--- config.mk ---
export PLATFORM = sky130hd
export DESIGN_NAME = histogram_frame_controller
export DESIGN_NICKNAME = d
export VERILOG_FILES = /design/src/rtl/histogram_frame_controller_pkg.sv /design/src/rtl/histogram_accum_pipe.sv /design/src/rtl/histogram_frame_controller.sv
export SDC_FILE = /design/constraint.sdc
export NUM_CORES = 1
export LEC_CHECK = 0
export CAP_MARGIN = 10
export CORE_ASPECT_RATIO = 0.6
export CORE_MARGIN = 8
export CORE_UTILIZATION = 30
export DETAILED_ROUTE_END_ITERATION = 8
export GPL_TIMING_DRIVEN = 0
export PLACE_DENSITY = 0.59
export SLEW_MARGIN = 10
export SYNTH_ARGS = -nofsm -noshare
export SYNTH_HDL_FRONTEND = slang
export SYNTH_SLANG_ARGS = --single-unit
--- constraint.sdc ---
create_clock -name iClk -period 12 [get_ports iClk]
set_input_delay 3 -clock iClk [delete_from_list [all_inputs] [get_ports iClk]]
set_output_delay 3 -clock iClk [all_outputs]
set_load 0.005 [all_outputs]
--- src/rtl/histogram_frame_controller_pkg.sv ---
// histogram_frame_controller_pkg
// Shared definitions for the histogram frame controller and its
// read-modify-write pipeline: sizing constants, the controller state
// encoding and the saturating increment used for bins and the pixel total.
package histogram_frame_controller_pkg;

   localparam int HIST_BINS   = 256;
   localparam int HIST_ADDR_W = 8;
   localparam int HIST_CNT_W  = 20;

   typedef enum logic [2:0] {
      ST_IDLE,
      ST_CLEAR,
      ST_ACCUM,
      ST_DRAIN,
      ST_SCAN,
      ST_DONE
   } hist_state_t;

   // Counts stick at all-ones instead of wrapping to zero.
   function automatic logic [HIST_CNT_W-1:0] sat_inc(input logic [HIST_CNT_W-1:0] v);
      if (&v) begin
         return v;
      end
      return v + HIST_CNT_W'(1);
   endfunction

endpackage

--- src/rtl/histogram_accum_pipe.sv ---
// histogram_accum_pipe
// Two-stage read-modify-write pipeline that adds one to a histogram bin per
// accepted pixel.
//   S1: the pixel is the RAM read address; address and valid are registered.
//   S2: the bin is rewritten with sat_inc(base).
// The RAM read in S1 cannot observe a write landing in that same cycle, so
// the last write actually presented to the RAM write port is tracked and
// forwarded when it hits the S2 address. The tracked write comes from the
// controller's muxed write port, which also covers the final clear write
// colliding with the first accumulated pixel.
// Ports:
//   clk_sys, rst        clock, synchronous active-high reset
//   accept              pixel accepted this cycle
//   pixel               bin index of the accepted pixel
//   rd_data             RAM port A data (1-cycle latency)
//   port_wr_en/addr/data  write actually driven to the RAM this cycle
//   rd_addr             S1 read address
//   wr_en, wr_addr, wr_data  S2 write request
module histogram_accum_pipe
   import histogram_frame_controller_pkg::*;
(
   input  logic                   clk_sys,
   input  logic                   rst,
   input  logic                   accept,
   input  logic [HIST_ADDR_W-1:0] pixel,
   input  logic [HIST_CNT_W-1:0]  rd_data,
   input  logic                   port_wr_en,
   input  logic [HIST_ADDR_W-1:0] port_wr_addr,
   input  logic [HIST_CNT_W-1:0]  port_wr_data,
   output logic [HIST_ADDR_W-1:0] rd_addr,
   output logic                   wr_en,
   output logic [HIST_ADDR_W-1:0] wr_addr,
   output logic [HIST_CNT_W-1:0]  wr_data
);

   logic                   s2_valid;
   logic [HIST_ADDR_W-1:0] s2_addr;
   logic                   last_valid;
   logic [HIST_ADDR_W-1:0] last_addr;
   logic [HIST_CNT_W-1:0]  last_data;
   logic [HIST_CNT_W-1:0]  base;

   always_ff @(posedge clk_sys) begin
      if (rst) begin
         s2_valid   <= 1'b0;
         s2_addr    <= '0;
         last_valid <= 1'b0;
         last_addr  <= '0;
         last_data  <= '0;
      end else begin
         s2_valid   <= accept;
         if (accept) begin
            s2_addr <= pixel;
         end
         last_valid <= port_wr_en;
         last_addr  <= port_wr_addr;
         last_data  <= port_wr_data;
      end
   end

   always_comb begin
      base = rd_data;
      if (last_valid && (last_addr == s2_addr)) begin
         base = last_data;
      end
   end

   assign rd_addr = pixel;
   assign wr_en   = s2_valid;
   assign wr_addr = s2_addr;
   assign wr_data = sat_inc(base);

endmodule

--- src/rtl/histogram_frame_controller.sv ---
// histogram_frame_controller
// Owns the 256-bin, 20-bit histogram dual-port RAM. Each frame clears all
// bins, accumulates one pixel per cycle, drains the pipeline, then scans the
// bins for the largest value and the 50%-cumulative threshold bin. Between
// frames the read port belongs to the histogram displayer.
// Ports:
//   iClk, iReset            clock, synchronous active-high reset
//   iStart                  pulse: start a frame (honoured in IDLE/DONE)
//   iValid, iPixel, oReady  pixel stream, accepted on iValid & oReady
//   iFrameEnd               pulse: last pixel presented (honoured in ACCUM)
//   iDispAddr               displayer bin address
//   oRdAddr, iRdData        RAM port A (1-cycle read latency)
//   oWrAddr, oWrData, oWrEn RAM port B
//   oMaxValue, oThreshPoint50, oTotal  results of the last completed frame
//   oBusy, oDone            frame in progress, completion pulse
//
// state | meaning
// IDLE  | no frame yet; displayer owns the read port
// CLEAR | write 0 to bins 0..255, one per cycle; total cleared
// ACCUM | accept pixels, read-modify-write each bin
// DRAIN | finish the last pipelined write
// SCAN  | read bins 0..255, track max and cumulative sum
// DONE  | results latched; displayer owns the read port
module histogram_frame_controller
   import histogram_frame_controller_pkg::*;
(
   input  logic                   iClk,
   input  logic                   iReset,
   input  logic                   iStart,
   input  logic                   iValid,
   input  logic [HIST_ADDR_W-1:0] iPixel,
   input  logic                   iFrameEnd,
   input  logic [HIST_ADDR_W-1:0] iDispAddr,
   output logic                   oReady,
   output logic [HIST_ADDR_W-1:0] oRdAddr,
   input  logic [HIST_CNT_W-1:0]  iRdData,
   output logic [HIST_ADDR_W-1:0] oWrAddr,
   output logic [HIST_CNT_W-1:0]  oWrData,
   output logic                   oWrEn,
   output logic [HIST_CNT_W-1:0]  oMaxValue,
   output logic [HIST_ADDR_W-1:0] oThreshPoint50,
   output logic [HIST_CNT_W-1:0]  oTotal,
   output logic                   oBusy,
   output logic                   oDone
);

   hist_state_t state_q, state_d;

   // Shared clear/scan counter; SCAN needs 257 cycles so one extra bit.
   logic [HIST_ADDR_W:0]   cnt_q;
   logic [HIST_CNT_W-1:0]  tot_q;
   logic [HIST_CNT_W-1:0]  max_run_q;
   logic [HIST_CNT_W:0]    cum_q;
   logic [HIST_ADDR_W-1:0] thresh_run_q;
   logic                   found_q;
   logic [HIST_CNT_W-1:0]  max_q;
   logic [HIST_ADDR_W-1:0] thresh_q;
   logic [HIST_CNT_W-1:0]  total_q;
   logic                   done_q;

   logic                   accept;
   logic                   scan_vld;
   logic                   scan_last;
   logic [HIST_ADDR_W-1:0] bin_idx;
   logic [HIST_CNT_W-1:0]  max_nxt;
   logic [HIST_CNT_W:0]    cum_nxt;
   logic                   hit;

   logic [HIST_ADDR_W-1:0] pipe_rd_addr;
   logic                   pipe_wr_en;
   logic [HIST_ADDR_W-1:0] pipe_wr_addr;
   logic [HIST_CNT_W-1:0]  pipe_wr_data;

   assign accept = iValid && (state_q == ST_ACCUM);

   histogram_accum_pipe u_pipe (
      .clk_sys      (iClk),
      .rst          (iReset),
      .accept       (accept),
      .pixel        (iPixel),
      .rd_data      (iRdData),
      .port_wr_en   (oWrEn),
      .port_wr_addr (oWrAddr),
      .port_wr_data (oWrData),
      .rd_addr      (pipe_rd_addr),
      .wr_en        (pipe_wr_en),
      .wr_addr      (pipe_wr_addr),
      .wr_data      (pipe_wr_data)
   );

   always_comb begin
      state_d = state_q;
      case (state_q)
         ST_IDLE, ST_DONE: begin
            if (iStart) begin
               state_d = ST_CLEAR;
            end
         end
         ST_CLEAR: begin
            if (cnt_q == 9'd255) begin
               state_d = ST_ACCUM;
            end
         end
         ST_ACCUM: begin
            if (iFrameEnd) begin
               state_d = ST_DRAIN;
            end
         end
         ST_DRAIN: state_d = ST_SCAN;
         ST_SCAN: begin
            if (scan_last) begin
               state_d = ST_DONE;
            end
         end
         default: state_d = ST_IDLE;
      endcase
   end

   always_comb begin
      oRdAddr = iDispAddr;
      oWrEn   = 1'b0;
      oWrAddr = '0;
      oWrData = '0;
      oReady  = 1'b0;
      oBusy   = 1'b1;
      case (state_q)
         ST_IDLE, ST_DONE: oBusy = 1'b0;
         ST_CLEAR: begin
            oWrEn   = 1'b1;
            oWrAddr = cnt_q[HIST_ADDR_W-1:0];
         end
         ST_ACCUM, ST_DRAIN: begin
            oReady  = (state_q == ST_ACCUM);
            oRdAddr = pipe_rd_addr;
            oWrEn   = pipe_wr_en;
            oWrAddr = pipe_wr_addr;
            oWrData = pipe_wr_data;
         end
         ST_SCAN: oRdAddr = cnt_q[HIST_ADDR_W-1:0];
         default: oBusy = 1'b0;
      endcase
   end

   // Scan datapath: at count k (1..256) iRdData holds bin k-1.
   assign scan_vld  = (state_q == ST_SCAN) && (cnt_q != '0);
   assign scan_last = (cnt_q == 9'd256);
   assign bin_idx   = cnt_q[HIST_ADDR_W-1:0] - 8'd1;
   assign max_nxt   = (iRdData > max_run_q) ? iRdData : max_run_q;
   assign cum_nxt   = cum_q + {1'b0, iRdData};
   // cum*2 >= total is the same test as cum >= ceil(total/2).
   assign hit       = !found_q && ({cum_nxt, 1'b0} >= {2'b00, tot_q});

   always_ff @(posedge iClk) begin
      if (iReset) begin
         state_q      <= ST_IDLE;
         cnt_q        <= '0;
         tot_q        <= '0;
         max_run_q    <= '0;
         cum_q        <= '0;
         thresh_run_q <= '0;
         found_q      <= 1'b0;
         max_q        <= '0;
         thresh_q     <= '0;
         total_q      <= '0;
         done_q       <= 1'b0;
      end else begin
         state_q <= state_d;
         done_q  <= 1'b0;

         if (state_d != state_q) begin
            cnt_q <= '0;
         end else if ((state_q == ST_CLEAR) || (state_q == ST_SCAN)) begin
            cnt_q <= cnt_q + 9'd1;
         end

         if (state_q == ST_CLEAR) begin
            tot_q <= '0;
         end else if (accept) begin
            tot_q <= sat_inc(tot_q);
         end

         if (state_q == ST_DRAIN) begin
            max_run_q    <= '0;
            cum_q        <= '0;
            thresh_run_q <= '0;
            found_q      <= 1'b0;
         end else if (scan_vld) begin
            max_run_q <= max_nxt;
            cum_q     <= cum_nxt;
            if (hit) begin
               thresh_run_q <= bin_idx;
               found_q      <= 1'b1;
            end
            // Results move together, so the displayer never sees a mix of frames.
            if (scan_last) begin
               done_q  <= 1'b1;
               total_q <= tot_q;
               if (tot_q == '0) begin
                  max_q    <= '0;
                  thresh_q <= '0;
               end else begin
                  max_q    <= max_nxt;
                  thresh_q <= hit ? bin_idx : thresh_run_q;
               end
            end
         end
      end
   end

   assign oMaxValue      = max_q;
   assign oThreshPoint50 = thresh_q;
   assign oTotal         = total_q;
   assign oDone          = done_q;

endmodule

======== After elaboration in Yosys (flattened, before gate mapping) ========
Index checks and enable logic that the tools add are counted.
Widths: inputs -> output; s select.
storage, ports and cells
  word-level logic and storage cells ...... 81
  register bits after elaboration ......... 169
cells by class
  bitwise gates (word level) .............. 2
  $lt $le $gt $ge ......................... 2
  multiplexer cells ....................... 25
  equality and inequality tests ........... 10
  reduce and logical (&&, ||, !) cells .... 21
  add/subtract/negate cells ............... 5
operator list
  kind                   number
  $mux 20                7
  $add 20x1->20 const B  2
  $reduce_and 20->1      2
  $pmux 8 s2             2
  $ge 22x20->1           1
  $add 21x20->21         1
  $gt 20x20->1           1
  $logic_not 20->1       1
  $mux 8                 2
  $pmux 3 s5             1
  $mux 3                 4
  $reduce_or 2->1        5
  $add 9x1->9 const B    1
  $eq 9x8->1 const B     1
  $eq 9x9->1 const B     1
  $reduce_bool 9->1      1
  $eq 8x8->1             1
  $mux 1                 8
  $sub 8x1->8 const B    1
  $eq 3x2->1 const B     2
  $eq 3x3->1 const B     2
  $logic_and 1x1->1      4
  $reduce_and 2->1       2
  $reduce_or 4->1        1
  other kinds (10)       11

======== Longest topological paths before layout ========
Gate-level depths: netlist of run 1.
  depth after elaboration ................. 7
  gate-level depth with buffers ........... 18
  gate-level depth less buffers ........... 17

======== Cells and area by module ========
Synthesis of run 1 repeated with hierarchy kept, for this count alone.
second synthesis, totals
  cell total of the unflattened synthesis .. 1,229
  area, all modules ....................... 9,914.5 um^2
by module, submodules not included
  module                      area each (um^2)  times used  cells each  sequential area each (um^2)
  histogram_frame_controller  7,554.7           1           950         2,622.5
  histogram_accum_pipe        2,359.8           1           279         760.7

======== Least setup slack after synthesis of run 1 ========
No wires, ideal clock.
  path type ............................... input to output
  start ................................... input iRdData[0]
  end ..................................... output oWrData[7]
  stages on the path ...................... 10
  arrival ................................. 5.062 ns
  data required time ...................... 9.000 ns
  setup slack ............................. 3.938 ns
  cells stage by stage .................... inv_1 > o21ai_0 > ha_1 > nand2_1 > or4_1 > mux2i_1 > buf_2 > nand3_1 > and2_1 > nor3_1
on the way
  word-level cells in the longest chain between the ends .. 5
  elaborated cells between the ends (all ways) .. 6
  those cells by class .................... add/sub: 1; mux: 4; reduce/logical: 1
ends and longest elaborated chain
  item                                                                   RTL line                              text
  start: declaration                                                     histogram_frame_controller.sv:36      input logic [HIST_CNT_W-1:0] iRdData,
  $mux 20 *                                                              histogram_accum_pipe.sv:63            if (last_valid && (last_addr == s2_addr)) begin
  parallel branches: the longest is 2 deep, another holds $add 20x1->20  n/a
  $mux 20 *                                                              histogram_frame_controller_pkg.sv:25  return v + HIST_CNT_W'(1);
  $mux 20 *                                                              histogram_frame_controller.sv:126     case (state_q)
  end: declaration                                                       histogram_frame_controller.sv:38      output logic [HIST_CNT_W-1:0] oWrData,
Every way passes the cells marked *.

======== Worst setup path after layout of run 1 ========
Same ends and word-level chain as after synthesis.

==> impl_metrics.py, run 1 <==
metrics = {
    "clock_tree": {
        "hold_buffers": 0,
        "cts_resized": 0,
        "post_cts_buffers": 0,
        "worst_skew_pair.late_latency_ns": 0.45,
        "cts_tree": "yes",
        "htreeDepth": 4,
        "clkSinkCount": 169,
        "clockBufferDepth": 2,
        "clk_pin_slew_ns": 0.06,
        "cts_buffers": 17,
        "cts_root_buf": "clkbuf_16",
    },
    "logic_synthesis": {
        "synth_edf_count": 0,
        "synth.area.top_cells": "dfxtp_1, ha_1, nand2_1",
        "synth.most_common_cell": "dfxtp_1",
        "ys.flop_type": "dfxtp_1",
        "ys_types": 61,
        "syn-instance-count": 1261,
        "syn_avg_cell_area_sq_um": 7.878,
        "ys_async_sr_fraction": 0,
        "ys_seq_elements": 169,
        "ys_warn_count": 0,
        "netlist.area_leader.share": 0.3406,
        "synth.cells.most_frequent": "dfxtp_1, nand2_1, nor2_1",
        "syn_area_sq_mm": 0.009935,
        "syn_nets": 1368,
        "synth_area_leader_cell": "dfxtp_1",
        "seq_area_frac_synth": 0.3406,
    },
    "grt": {
        "antenna_found_initial": 0,
        "overflow": 0,
        "grtUsageTotal": 0.1690,
        "grt_pass1_vias": 9003,
        "grt_pass1_wl_um": 52550,
        "grt_max_degree": 17,
    },
    "timing": {
        "skew_ns": 0.01299,
        "fin_ws_ns": 1.822,
        "fin_hold_ws_ns": 0.4515,
        "tightestPinTransition_ns": 1.114,
        "final_hold_viol_count": 0,
        "slew_headroom": 0.2476,
        "max_freq_mhz": 98.25,
        "post-route-min-period_ns": 10.18,
        "slew_viol_final": 0,
        "finalSetupViolCount": 0,
        "rsz0062_at_grt": "false",
        "tns_ns": 0,
        "period_share": 0.8482,
    },
    "worst_setup_path": {
        "r2r_cells": 18,
        "crit_buf_inv": 4,
        "crit_family": "buffers and inverters",
        "cp.required_ns": 9.00,
        "cpPeakStageDelay_ns": 0.70,
        "crit_cells": 12,
        "worstPathArrival_ns": 7.18,
        "worstSetupStartpointType": "primary input",
        "path_common_cell": "clkdlybuf4s50_1",
        "crit_chain": "clkdlybuf4s50_1, inv_1, o21ai_0, ha_1, nand2_1, or4_1, mux2i_1, buf_2, nand3_1, and2_1, nor3_1, clkdlybuf4s50_1",
        "cp-end-kind": "primary output",
        "setup.worst_path.class": "in -> out",
        "crit_path_top_delay_cell": "clkdlybuf4s50_1",
        "crit_fanout": 10,
    },
    "power": {
        "swShare": 0.2532,
        "p_int_mw": 0.9219,
        "p_leak_nw": 4.466,
        "p_sw_mw": 0.3126,
        "comb_power_share": 0.102,
        "peakVddDrop_uv": 101.1,
        "power_density_mw_per_mm2": 100.2,
        "seqPwrFrac": 0.456,
        "total_power_mw": 1.235,
        "pwr-share-clk": 0.442,
    },
    "final_layout": {
        "nets": 1515,
        "diodes": 0,
        "syn_to_final_growth_pct": 24.08,
        "drive_gt1_frac": 0.04648,
        "finish.utilization": 0.3788,
    },
    "floorplan": {
        "die_h_um": 157.0,
        "rows": 51,
        "die_x_um": 250.9,
        "core_area_sq_mm": 0.03254,
        "die_area_sq_mm": 0.03938,
        "pin_count": 129,
        "start_util": 0.3053,
    },
    "place": {
        "place_worst_setup_slack_ns": 1.901,
        "dp_hpwl_um": 26490,
        "gp_congestion": 0.9232,
        "port_buffers": 128,
    },
    "outcome": {
        "status": "complete, no violations",
    },
    "route": {
        "ant_nets": 0,
        "num_vias": 9747,
        "firstDrtPassIters": 6,
        "post_drt_wl_per_cell_um": 18.31,
        "wl_um": 33770,
        "viasPerCell": 5.286,
        "drtIter0Drc": 907,
        "drc": 0,
    },
    "worst_hold_path": {
        "hold_path_depth": 2,
        "hold_class": "reg -> reg",
    },
    "flow_run": {
        "cap_viol_max_count": 0,
    },
}
[stage by stage]
stage	instance area [sq um]	instances
detailed placement	11750	1813
finish	12330	1844
floorplan	9935	1261
CTS	12320	1844
global route	12330	1844
global placement	11750	1813
[placed cells by master, fill, tap and decap left out, drive strengths merged, types with 18 or more instances in the layout]
| cell | instances |
|---|---|
| dfxtp | 169 |
| nor2 | 111 |
| o21ai | 45 |
| nor2b | 20 |
| a21o | 26 |
| nand3 | 86 |
| ha | 65 |
| clkbuf | 84 |
| clkdlybuf4s50 | 128 |
| a211oi | 20 |
| nand4 | 45 |
| buf | 18 |
| mux2i | 21 |
| nand2 | 159 |
| a21oi | 103 |
| inv | 52 |
| xnor2 | 58 |
| xor2 | 18 |
| a32oi | 19 |
[cell families (layout without fill, tap and decap cells)]
group	after synthesis	count (layout)	synth area share
AND/OR/NAND/NOR	506	506	0.2419
adder cells (fa/ha/maj)	66	66	0.08388
buffers and inverters	129	288	0.05126
flip-flops	169	169	0.3406
multiplexers	26	26	0.02683
AO/OA/AOI/OAI	289	289	0.1885
XOR/XNOR	76	76	0.06700
[sequential cells by signal, summed over array words and instances, names as in the netlist, 3 cells and up]
signal            cells
cum_q                21
max_run_q            20
oMaxValue            20
oTotal               20
tot_q                20
u_pipe.last_data     20
cnt_q                 9
oThreshPoint50        8
thresh_run_q          8
u_pipe.last_addr      8
u_pipe.wr_addr        8
state_q               3
[final timing paths]
path | start | endpoint | slack (ns)
setup / recovery | iRdData[0] | oWrData[7] | 1.82
hold / removal | oTotal[6] | oTotal[6] | 0.45
setup reg to reg | cum_q[0] | thresh_run_q[3] | 6.87
hold reg to reg | oTotal[6] | oTotal[6] | 0.45
[layer usage]
layer | track usage | share of wire
met5 | 0 | 0
met3 | 0.04940 | 0.070
met2 | 0.2339 | 0.39
met1 | 0.2482 | 0.52
met4 | 0.04641 | 0.016
[worst reg2reg max path, cell delays in order, from the launching register on]
cell and delay [ns]:
dfxtp_1 0.31, ha_1 0.22, fa_1 0.42, a21oi_1 0.23, o21ai_0 0.25, o221ai_1 0.30, a21boi_0 0.15, o21a_1 0.20
or3_1 0.32, and2_1 0.19, ha_1 0.30, nand3_1 0.12, nor3_1 0.31, o221ai_1 0.29, a41o_1 0.29, a31oi_2 0.45
buf_2 0.31, a21oi_1 0.09, a211oi_1 0.26
[layout make-up]
class | instances | area, sq um
Multi-Input combinational cell | 963 | 6053
Sequential cell | 169 | 3383
Clock buffer | 25 | 505.5
Clock inverter | 6 | 63.81
Inverter | 52 | 195.2
Buffer | 77 | 314.1
Timing Repair Buffer | 128 | 1281
Tap cell | 424 | 530.5
Fill cell | 3357 | 20220
[power groups by stage]
stage	logic, mW	clock network, mW	registers (mW)
floorplan	0.0715	0	0.575
global placement	0.122	0	0.575
detailed placement	0.123	0	0.575
CTS	0.124	0.557	0.563
global route	0.138	0.581	0.562
finish	0.126	0.546	0.563
Power figures use the tool's default switching activity.
==> inputs of run 2 (changes only) <==
==> constraint.sdc (replaced) <==
create_clock -name iClk -period 9.6 [get_ports iClk]
set_input_delay 2.4 -clock iClk [delete_from_list [all_inputs] [get_ports iClk]]
set_output_delay 2.4 -clock iClk [all_outputs]
set_load 0.005 [all_outputs]
==> results of run 2 <==
The final DEF is identical to that of run 1. Status: complete, no violations.
Among the figures that moved: setup slack after placement 1.901 ns -> 0.7006 ns; setup slack after layout 1.822 ns -> 0.6218 ns; register-to-register setup slack 6.87 ns -> 4.47 ns; total power 1.235 mW -> 1.543 mW; worst IR drop on VDD 101.1 uV -> 126.4 uV
